**src/rtl/imem_boot_loader_pkg.sv**
```systemverilog
// Shared constants for the instruction-memory boot loader:
// FSM state encodings, header sizes and an accepting-state helper.
package boot_pkg;

  localparam int PC_BYTES       = 4;
  localparam int LEN_BYTES      = 2;
  localparam int BYTES_PER_WORD = 4;

  localparam logic [2:0] HDR_PC  = 3'd0;
  localparam logic [2:0] HDR_LEN = 3'd1;
  localparam logic [2:0] LOAD    = 3'd2;
  localparam logic [2:0] CSUM    = 3'd3;
  localparam logic [2:0] HOLD    = 3'd4;
  localparam logic [2:0] RUN     = 3'd5;
  localparam logic [2:0] ERROR   = 3'd6;

  // States in which the byte stream is drained.
  function automatic logic accepts(input logic [2:0] s);
    return s == HDR_PC || s == HDR_LEN || s == LOAD ||
           s == CSUM   || s == ERROR;
  endfunction

endpackage

```
**src/rtl/imem_boot_loader_if.sv**
```systemverilog
// Bus bundles for the boot loader.
// boot_stream_if: byte stream (in_data, in_valid, in_ready).
// imem_wr_if: instruction-memory write port (im_we, im_addr, im_wdata).
interface boot_stream_if;
  logic [7:0] in_data;
  logic       in_valid;
  logic       in_ready;

  modport master (output in_data, output in_valid, input  in_ready);
  modport slave  (input  in_data, input  in_valid, output in_ready);
endinterface

interface imem_wr_if #(
  parameter int ADDR_W = 6
);
  logic              im_we;
  logic [ADDR_W-1:0] im_addr;
  logic [31:0]       im_wdata;

  modport master (output im_we, output im_addr, output im_wdata);
  modport slave  (input  im_we, input  im_addr, input  im_wdata);
endinterface

```
**src/rtl/imem_boot_loader_byte_packer.sv**
```systemverilog
// 8-to-32 big-endian packer with a 2-bit byte counter.
// Ports: clk, rst_n (sync, active-low), clr_i, push_i, byte_i,
//        cnt_o, word_o (current bytes + byte_i), word_valid_o.
module byte_packer
  import boot_pkg::*;
(
  input  logic        clk,
  input  logic        rst_n,
  input  logic        clr_i,
  input  logic        push_i,
  input  logic [7:0]  byte_i,
  output logic [1:0]  cnt_o,
  output logic [31:0] word_o,
  output logic        word_valid_o
);

  logic [23:0] sr_q;
  logic [1:0]  cnt_q;

  // Word is presented in the same cycle its last byte arrives.
  assign word_o       = {sr_q, byte_i};
  assign word_valid_o = push_i && (cnt_q == 2'(BYTES_PER_WORD - 1));
  assign cnt_o        = cnt_q;

  always_ff @(posedge clk) begin
    if (!rst_n) begin
      sr_q  <= '0;
      cnt_q <= '0;
    end else if (clr_i) begin
      cnt_q <= '0;
    end else if (push_i) begin
      sr_q  <= word_o[23:0];
      cnt_q <= cnt_q + 2'd1;
    end
  end

endmodule

```
**src/rtl/imem_boot_loader.sv**
```systemverilog
// Boot loader: streams a big-endian image (PC, count, words) into
// instruction memory, then releases the processor from reset.
// Ports: CLK, Reset_L (sync, active-low), src (byte stream slave),
//        reload, imem (write master), proc_reset_l, start_pc, done, err.
// Build option: define BOOT_CSUM_EN for a trailing XOR checksum byte.
module imem_boot_loader
  import boot_pkg::*;
#(
  parameter int IMEM_DEPTH  = 64,
  parameter int ADDR_W      = 6,
  parameter int HOLD_CYCLES = 4
) (
  input  logic         CLK,
  input  logic         Reset_L,
  boot_stream_if.slave src,
  input  logic         reload,
  imem_wr_if.master    imem,
  output logic         proc_reset_l,
  output logic [31:0]  start_pc,
  output logic         done,
  output logic         err
);

  localparam int HW = (HOLD_CYCLES > 1) ? $clog2(HOLD_CYCLES) : 1;

`ifdef BOOT_CSUM_EN
  localparam logic [2:0] POST_LOAD = CSUM;
`else
  localparam logic [2:0] POST_LOAD = HOLD;
`endif

  logic [2:0]        state_q, state_d;
  logic              rdy_q, rdy_d;
  logic              we_q, we_d;
  logic [ADDR_W-1:0] addr_q, addr_d;
  logic [31:0]       wdata_q, wdata_d;
  logic [31:0]       pc_q, pc_d;
  logic [ADDR_W:0]   len_q, len_d;
  logic [ADDR_W:0]   widx_q, widx_d;
  logic [HW-1:0]     hold_q, hold_d;
  logic              prst_q, prst_d;
  logic              done_q, done_d;
  logic              err_q, err_d;
`ifdef BOOT_CSUM_EN
  logic [7:0]        xor_q, xor_d;
`endif

  logic        fire;
  logic        pk_push;
  logic        pk_clr;
  logic [1:0]  pk_cnt;
  logic [31:0] pk_word;
  logic        pk_wv;
  logic [15:0] n16;

  assign fire    = src.in_valid && rdy_q;
  assign pk_push = fire &&
    (state_q == HDR_PC || state_q == HDR_LEN || state_q == LOAD);
  assign n16     = pk_word[15:0];

  byte_packer u_pk (
    .clk          (CLK),
    .rst_n        (Reset_L),
    .clr_i        (pk_clr),
    .push_i       (pk_push),
    .byte_i       (src.in_data),
    .cnt_o        (pk_cnt),
    .word_o       (pk_word),
    .word_valid_o (pk_wv)
  );

  always_comb begin
    state_d = state_q;
    pc_d    = pc_q;
    len_d   = len_q;
    widx_d  = widx_q;
    we_d    = 1'b0;
    addr_d  = addr_q;
    wdata_d = wdata_q;
    hold_d  = hold_q;
    prst_d  = prst_q;
    done_d  = done_q;
    pk_clr  = 1'b0;
`ifdef BOOT_CSUM_EN
    xor_d   = xor_q;
`endif
    unique case (state_q)
      HDR_PC: begin
        if (fire && pk_cnt == 2'(PC_BYTES - 1)) begin
          pc_d    = pk_word;
          state_d = HDR_LEN;
        end
      end
      HDR_LEN: begin
        if (fire && pk_cnt == 2'(LEN_BYTES - 1)) begin
          pk_clr = 1'b1;
          widx_d = '0;
          hold_d = '0;
`ifdef BOOT_CSUM_EN
          xor_d  = '0;
`endif
          if (n16 > 16'(IMEM_DEPTH)) begin
            state_d = ERROR;
          end else if (n16 == 16'd0) begin
            state_d = POST_LOAD;
          end else begin
            len_d   = n16[ADDR_W:0];
            state_d = LOAD;
          end
        end
      end
      LOAD: begin
`ifdef BOOT_CSUM_EN
        if (fire) xor_d = xor_q ^ src.in_data;
`endif
        if (pk_wv) begin
          we_d    = 1'b1;
          wdata_d = pk_word;
          addr_d  = widx_q[ADDR_W-1:0];
          widx_d  = widx_q + 1'b1;
          if (widx_q == len_q - 1'b1) state_d = POST_LOAD;
        end
      end
`ifdef BOOT_CSUM_EN
      CSUM: begin
        if (fire) state_d = (src.in_data == xor_q) ? HOLD : ERROR;
      end
`endif
      HOLD: begin
        // The trailing write cycle is not part of the hold window.
        if (!we_q) begin
          if (hold_q == HW'(HOLD_CYCLES - 1)) begin
            prst_d  = 1'b1;
            done_d  = 1'b1;
            state_d = RUN;
          end else begin
            hold_d = hold_q + 1'b1;
          end
        end
      end
      RUN: begin
        if (reload) begin
          prst_d  = 1'b0;
          done_d  = 1'b0;
          pk_clr  = 1'b1;
          state_d = HDR_PC;
        end
      end
      ERROR: begin
        prst_d = 1'b0;
      end
      default: begin
        state_d = HDR_PC;
      end
    endcase
    err_d = (state_d == ERROR);
    rdy_d = accepts(state_d);
  end

  always_ff @(posedge CLK) begin
    if (!Reset_L) begin
      state_q <= HDR_PC;
      rdy_q   <= 1'b0;
      we_q    <= 1'b0;
      addr_q  <= '0;
      wdata_q <= '0;
      pc_q    <= '0;
      len_q   <= '0;
      widx_q  <= '0;
      hold_q  <= '0;
      prst_q  <= 1'b0;
      done_q  <= 1'b0;
      err_q   <= 1'b0;
`ifdef BOOT_CSUM_EN
      xor_q   <= '0;
`endif
    end else begin
      state_q <= state_d;
      rdy_q   <= rdy_d;
      we_q    <= we_d;
      addr_q  <= addr_d;
      wdata_q <= wdata_d;
      pc_q    <= pc_d;
      len_q   <= len_d;
      widx_q  <= widx_d;
      hold_q  <= hold_d;
      prst_q  <= prst_d;
      done_q  <= done_d;
      err_q   <= err_d;
`ifdef BOOT_CSUM_EN
      xor_q   <= xor_d;
`endif
    end
  end

  assign src.in_ready  = rdy_q;
  assign imem.im_we    = we_q;
  assign imem.im_addr  = addr_q;
  assign imem.im_wdata = wdata_q;
  assign proc_reset_l  = prst_q;
  assign start_pc      = pc_q;
  assign done          = done_q;
  assign err           = err_q;

endmodule

```
**src/flat_wrapper.sv**
```systemverilog
// flat-port wrapper written by rule: the top's interface ports become plain ports
module imem_boot_loader_flat import boot_pkg::*;
#(
  parameter int IMEM_DEPTH  = 64,
  parameter int ADDR_W      = 6,
  parameter int HOLD_CYCLES = 4
)
  (CLK, Reset_L, reload, proc_reset_l, start_pc, done, err, src_in_data, src_in_valid, src_in_ready, imem_im_we, imem_im_addr, imem_im_wdata);
  boot_stream_if src_i ();
  imem_wr_if #(.ADDR_W(ADDR_W)) imem_i ();
  input  logic CLK;
  input  logic Reset_L;
  input  logic reload;
  output logic proc_reset_l;
  output logic [31:0] start_pc;
  output logic done;
  output logic err;
  input wire logic [$bits(src_i.in_data)-1:0] src_in_data;
  input wire logic [$bits(src_i.in_valid)-1:0] src_in_valid;
  output wire logic [$bits(src_i.in_ready)-1:0] src_in_ready;
  output wire logic [$bits(imem_i.im_we)-1:0] imem_im_we;
  output wire logic [$bits(imem_i.im_addr)-1:0] imem_im_addr;
  output wire logic [$bits(imem_i.im_wdata)-1:0] imem_im_wdata;
  assign src_i.in_data = src_in_data;
  assign src_i.in_valid = src_in_valid;
  assign src_in_ready = src_i.in_ready;
  assign imem_im_we = imem_i.im_we;
  assign imem_im_addr = imem_i.im_addr;
  assign imem_im_wdata = imem_i.im_wdata;
  imem_boot_loader #(.IMEM_DEPTH(IMEM_DEPTH), .ADDR_W(ADDR_W), .HOLD_CYCLES(HOLD_CYCLES)) u_core (.CLK(CLK), .Reset_L(Reset_L), .src(src_i), .reload(reload), .imem(imem_i), .proc_reset_l(proc_reset_l), .start_pc(start_pc), .done(done), .err(err));
endmodule
```
**config.mk**
```make
export PLATFORM = sky130hd
export DESIGN_NAME = imem_boot_loader_flat
export DESIGN_NICKNAME = d
export VERILOG_FILES = /design/src/rtl/imem_boot_loader_pkg.sv /design/src/rtl/imem_boot_loader_if.sv /design/src/rtl/imem_boot_loader_byte_packer.sv /design/src/rtl/imem_boot_loader.sv /design/src/flat_wrapper.sv
export SDC_FILE = /design/constraint.sdc
export NUM_CORES = 1
export LEC_CHECK = 0
export BUFFER_PORTS_ARGS = -buffer_cell sky130_fd_sc_hd__buf_4
export CAP_MARGIN = 20
export CORE_ASPECT_RATIO = 0.9
export CORE_UTILIZATION = 49
export CTS_CLUSTER_DIAMETER = 50
export DETAILED_ROUTE_END_ITERATION = 8
export PLACE_DENSITY = 0.74
export SLEW_MARGIN = 5
export SYNTH_ARGS = -nofsm -noshare
export SYNTH_HDL_FRONTEND = slang
export SYNTH_SLANG_ARGS = --single-unit
```
**constraint.sdc**
```tcl
create_clock -name CLK -period 2 [get_ports CLK]
set_input_delay 0.3 -clock CLK [delete_from_list [all_inputs] [get_ports CLK]]
set_output_delay 0.3 -clock CLK [all_outputs]
set_load 0.05 [all_outputs]
```
Yosys cells after proc, flatten, opt, wreduce, memory -nomap -nowiden
Index checks and enable logic that the tools add are counted.

Bits in registers: 120. Bits of input ports: 12. Logic and storage cells: 96.

$add $sub $neg: 4. $lt $le $gt $ge: 1. Equality and inequality tests: 19. Multiplexer cells: 26. Bitwise operators: 4. Reductions and logical operators: 28.

Operator list (count): 3-bit 2-to-1 mux (9); 3-bit one-hot mux with 6 select lines (1); 16-bit by 7-bit > comparator with 1-bit output (second input constant) (1); 16-bit logical NOT (1); 4-bit AND reduction (4); 7-bit 2-to-1 mux (2); 7-bit one-hot mux with 2 select lines (1); 3-bit equality test (second input constant) (4); 3-bit by 2-bit equality test with 1-bit output (second input constant) (3); 2-bit inequality test (second input constant) (4); 2-bit AND reduction (4); 7-bit by 1-bit adder with 7-bit output (second input constant) (1); 7-bit equality test (1); 7-bit by 1-bit subtractor with 7-bit output (second input constant) (1); 3-bit by 1-bit equality test with 1-bit output (second input constant) (2); 3-bit logical NOT (2); 1-bit logical OR (6); 1-bit 2-to-1 mux (6); 2-bit 2-to-1 mux (3); 2-bit nonzero test (3); 1-bit logical AND (5); 2-bit by 1-bit adder with 2-bit output (second input constant) (2); 2-bit equality test (second input constant) (2); 2-bit by 1-bit inequality test with 1-bit output (second input constant) (2); 8 further kinds (12).

Depth between registers and ports, before layout
Depth after elaboration: 12. Gate-level depth with buffers: 9. Mapped depth without buffers: 7.

Cells and area by module
A second synthesis with hierarchy kept.

Cells, all modules: 575. Area total of the unflattened synthesis: 5058.6 µm².

By module, submodules not included: imem_boot_loader (instances 1, cells each 470, area each 3981.3 µm², seq. area each 1881.8 µm²); byte_packer (instances 1, cells each 105, area each 1077.3 µm², seq. area each 520.5 µm²).

Worst setup path after synthesis
No wires, ideal clock.

Kind: flip-flop to flip-flop. Start: reg u_core.rdy_q, in the netlist u_core.src.in_ready. End: reg u_core.widx_q[5]. Library setup time: 0.116 ns. Arrival time: 1.994 ns. Slack: -0.110 ns. Stages on the path, launching flop included: 7. Buffers on the path: 1. Path through: dfxtp_1 -> and3b_1 -> clkbuf_1 -> nand3_1 -> a211oi_1 -> a311oi_1 -> a41o_1.

Word-level cells in the longest chain between the ends: 5.

Ends and longest elaborated chain: start, declared (RTL line imem_boot_loader.sv:33) `logic rdy_q, rdy_d;`; start signal, assigned (RTL line imem_boot_loader.sv:179) `rdy_q <= rdy_d;`; 1-bit logical AND * (RTL line imem_boot_loader.sv:56) `assign fire = src.in_valid && rdy_q;`; 1-bit logical AND (RTL line imem_boot_loader.sv:57) `assign pk_push = fire &&`; 1-bit logical AND (RTL line imem_boot_loader_byte_packer.sv:22) `assign word_valid_o = push_i && (cnt_q == 2'(BYTES_PER_WORD - 1));`; 2-bit by 1-bit inequality test with 1-bit output (no source line); 3-bit AND reduction (no source line) *; end signal, assigned (RTL line imem_boot_loader.sv:185) `widx_q <= widx_d;`; end, declared (RTL line imem_boot_loader.sv:39) `logic [ADDR_W:0] widx_q, widx_d;`.

Every way passes the cells marked *; elsewhere a longest branch is shown, timed or not. A chain may end at the register's enable or synchronous reset.

Worst setup path in the final report
Start: reg u_core.u_pk.cnt_q[0], in the netlist u_core.u_pk.cnt_o[0]. End: reg u_core.len_q[3].

Word-level cells in the longest chain between the ends: 3.

Ends and longest elaborated chain: start, declared (RTL line imem_boot_loader_byte_packer.sv:18) `logic [1:0] cnt_q;`; start signal, assigned (RTL line imem_boot_loader_byte_packer.sv:33) `cnt_q <= cnt_q + 2'd1;`; 2-bit by 1-bit equality test with 1-bit output (RTL line imem_boot_loader.sv:95) `if (fire && pk_cnt == 2'(LEN_BYTES - 1)) begin`; 1-bit logical AND (RTL line imem_boot_loader.sv:95); 4-bit AND reduction (no source line); end signal, assigned (RTL line imem_boot_loader.sv:184) `len_q <= len_d;`; end, declared (RTL line imem_boot_loader.sv:38) `logic [ADDR_W:0] len_q, len_d;`.

Every way passes these cells.

==> results.toml <==
[clock_tree]
cts.sinks = 120
numCtsBuffers = 17
cts.path.max_buffers = 2
cts.htree.levels = 4
cts_hold_buffers = 0
clock_insertion_delay_worst_skew_ps = 520
tritoncts = "done"
ctsRootBufferMaster = "sky130_fd_sc_hd__clkbuf_8"
clkSlewWorstSetupHoldPaths_ps = 60

[cells_and_area]
final_cell_count_no_fill = 819
syn2layout_area_growth_pct = 35.34
final_core_util = 0.6874
fill_count = 746
multiInputGateArea_mm2 = 0.002121
drive_above_1_share = 0.2296
final_nets = 701
register_area_mm2 = 0.002404
num_antenna_cells = 0

[global_routing]
global_route_wire_length_before_repair_um = 20440
grt_start_max_net_pins = 75
gr-usage-all-layers = 0.2650
globalRouteOverflowTotal = 0
grt_antenna_before_repair = 0
via_count_of_the_first_global_routing_pass = 4128

[routing]
routed_via_density = 5.460
detail_route.first_pass.iterations = 5
postRouteWirelength_um = 12670
post_drt_wl_per_cell_um = 15.47
detail_route.drc_violations = 0
route.vias.total = 4472
drt_iter0_markers = 257
antenna_violation_net_count_after_detailed_routing = 0

[run]
drv.max_cap_violation_count = 0

[power]
power.ir.vdd_worst_uv = 631.2
power_density_mw_per_mm2 = 954.9
static-leakage-power_uw = 0.002447

[sta]
rsz_0062_raised_after_global_routing = "yes"
fin_worst_hold_slack_ps = 73.98
final-max-slew-violation-count = 0
finalHoldViolations = 0
maxClockFrequency_ghz = 0.5296
max_slew.worst_pin.slew_ps = 410.0
final_period_minus_worst_setup_slack_ps = 1888
max-slew-margin-rel = 0.7260
totalNegativeSetupSlack_ps = 0
final_min_period_over_clock_period = 0.9440
fin_worst_skew_ps = 10.48
timing.final.setup_violations = 0

[run_status]
outcome = "finished, final reports clean"

[worst_setup_path]
required_ps = 2390
crit_path_max_fanout = 7
start_kind = "flip-flop"
critPathCaptureType = "flip-flop"
timing_worst_setup_path_type = "reg2reg"
critPathMaxStageDelay_ps = 390
path_delay_family = "simple AND/OR/NAND/NOR gates"
cp.arrival_ps = 2280
crit_chain = "ha_1 -> and3_1 -> nand4_1 -> buf_4 -> nor4_4 -> buf_6 -> mux2i_1 -> nor2_1"
cp_slowest_cell = "sky130_fd_sc_hd__dfxtp_1"
crit_buf_inv = 2

[floorplan]
die_y_um = 94.48
top_ports = 87
total_die_area_mm2 = 0.009896
effective_utilization_at_floorplan = 0.5079
row_count = 33
core_area_mm2 = 0.009166
die_w_um = 104.8

[synthesis]
register_area_share_after_synthesis = 0.5160
synth_area_mm2 = 0.004656
yosysWarnings = 0
synth_fp_nets = 600
synth-main-ff-cell = "sky130_fd_sc_hd__dfxtp_1"
synth.ff_latch_count = 120
synth_area_per_cell_um2 = 7.986
synth_async_sr_flop_share = 0
number_of_flops_mapped_to_enable_cells_by_yosys = 0
netlist_instances = 583
post_synth_num_cell_types = 46

[place]
gp_congestion = 0.8294
place.port_buffers = 86
count_of_placed_standard_cells_including_taps = 786
dpl_wire_length_um = 8177

[min_path]
hold_path_class = "in2reg"
[state kept, by name, indices dropped and copies added, names as in the netlist]
signal and count:
u_core.u_pk.cnt_o 2, u_core.start_pc 32, u_core.widx_q 7, u_core.done 1, u_core.state_q 3, u_core.src.in_ready 1
u_core.imem.im_wdata 32, u_core.len_q 7, u_core.imem.im_addr 6, u_core.hold_q 2, u_core.u_pk.sr_q 24, u_core.proc_reset_l 1
u_core.imem.im_we 1, u_core.err 1
[synth_stat cells (5+ instances only)]
cell type / instances / area, um2
sky130_fd_sc_hd__a211oi_1: 6 / 45.04
sky130_fd_sc_hd__a21oi_1: 102 / 510.5
sky130_fd_sc_hd__clkbuf_1: 31 / 116.4
sky130_fd_sc_hd__dfxtp_1: 120 / 2402
sky130_fd_sc_hd__ha_1: 5 / 62.56
sky130_fd_sc_hd__inv_1: 7 / 26.28
sky130_fd_sc_hd__mux2i_1: 9 / 90.09
sky130_fd_sc_hd__nand2_1: 204 / 765.7
sky130_fd_sc_hd__nand3_1: 5 / 25.02
sky130_fd_sc_hd__nor2_1: 22 / 82.58
sky130_fd_sc_hd__o21ai_0: 6 / 30.03
sky130_fd_sc_hd__xnor2_1: 10 / 87.58
[layer usage]
metal | vias to the layer above | global-route usage | share of wire
met5 | - | 0 | 0
met4 | 0 | 0.1021 | 0.018
met3 | 25 | 0.06832 | 0.072
met2 | 189 | 0.4288 | 0.47
met1 | 2114 | 0.3421 | 0.44
li1 | 2144 | - | -
[placed cells by master (no fill, tap or decap), drive strengths merged, types with 9 or more instances in the layout]
cell type  synthesis  layout
nand2            204     204
dfxtp            120     120
buf                4     117
a21oi            102     102
nor2              22      22
clkbuf            31      18
xnor2             10      10
inv                8      10
mux2i              9       9
[through the flow]
step	total power, uW	setup WS [ps]	cell area [um2]
finish	6017	111.9	6301
global route	6178	-8.425	6301
CTS	6034	11.30	6271
detailed placement	2654	-117.8	5604
global placement	2649	-88.42	5604
floorplan	2566	9.057	4661
[worst reg2reg max path: cells and delay by family, from the launching register on]
kind,cells,cell delay [ps]
adder cells (fa/ha/maj),1,240
buffers and inverters,2,370
flip-flops,1,390
multiplexers,1,190
AND/OR/NAND/NOR,4,580
[where the power goes]
part,total (uW),internal [uW],switching (uW),leakage (uW)
logic,178,61.1,117,0.00116
clock network,3410,2290,1120,0.000316
registers,2430,2410,21.3,0.000968
[logic make-up after synthesis]
| logic type | synth area share |
|---|---|
| AND/OR/NAND/NOR | 0.2370 |
| buffers and inverters | 0.03547 |
| multiplexers | 0.01935 |
| AO/OA/AOI/OAI | 0.1524 |
| flip-flops | 0.5160 |
| adder cells (fa/ha/maj) | 0.01344 |
| XOR/XNOR | 0.02634 |
[final timing paths]
check | from | endpoint | slack [ps] | cells after the start
min | src_in_data[7] | u_core.imem.im_wdata[7]$_SDFFE_PN0P_ | 70 | 3
max reg2reg | u_core.u_pk.cnt_o[0]$_SDFFE_PP0P_ | u_core.len_q[3]$_SDFFE_PN0P_ | 110 | 8
min reg2reg | u_core.start_pc[15]$_SDFFE_PN0P_ | u_core.start_pc[15]$_SDFFE_PN0P_ | 460 | 2
max | u_core.u_pk.cnt_o[0]$_SDFFE_PP0P_ | u_core.len_q[3]$_SDFFE_PN0P_ | 110 | 8
[what timing repair did]
item | CTS | global route
setup buffers | 0 | 1
resized for setup | 1 | 6
pin swaps | 0 | 3
setup endpoints to repair | 2 | 21
hold endpoints to repair | 0 | 0
[area by class of cell]
cell class	instances	area share
repair buffers	117	0.1479
inverters	8	0.004766
clock inverters	14	0.03872
well taps	122	0.02423
flip-flops and latches	120	0.3815
clock buffers	18	0.06632
multi-input cells	420	0.3366
No activity file was read; power rests on OpenSTA's default activity.
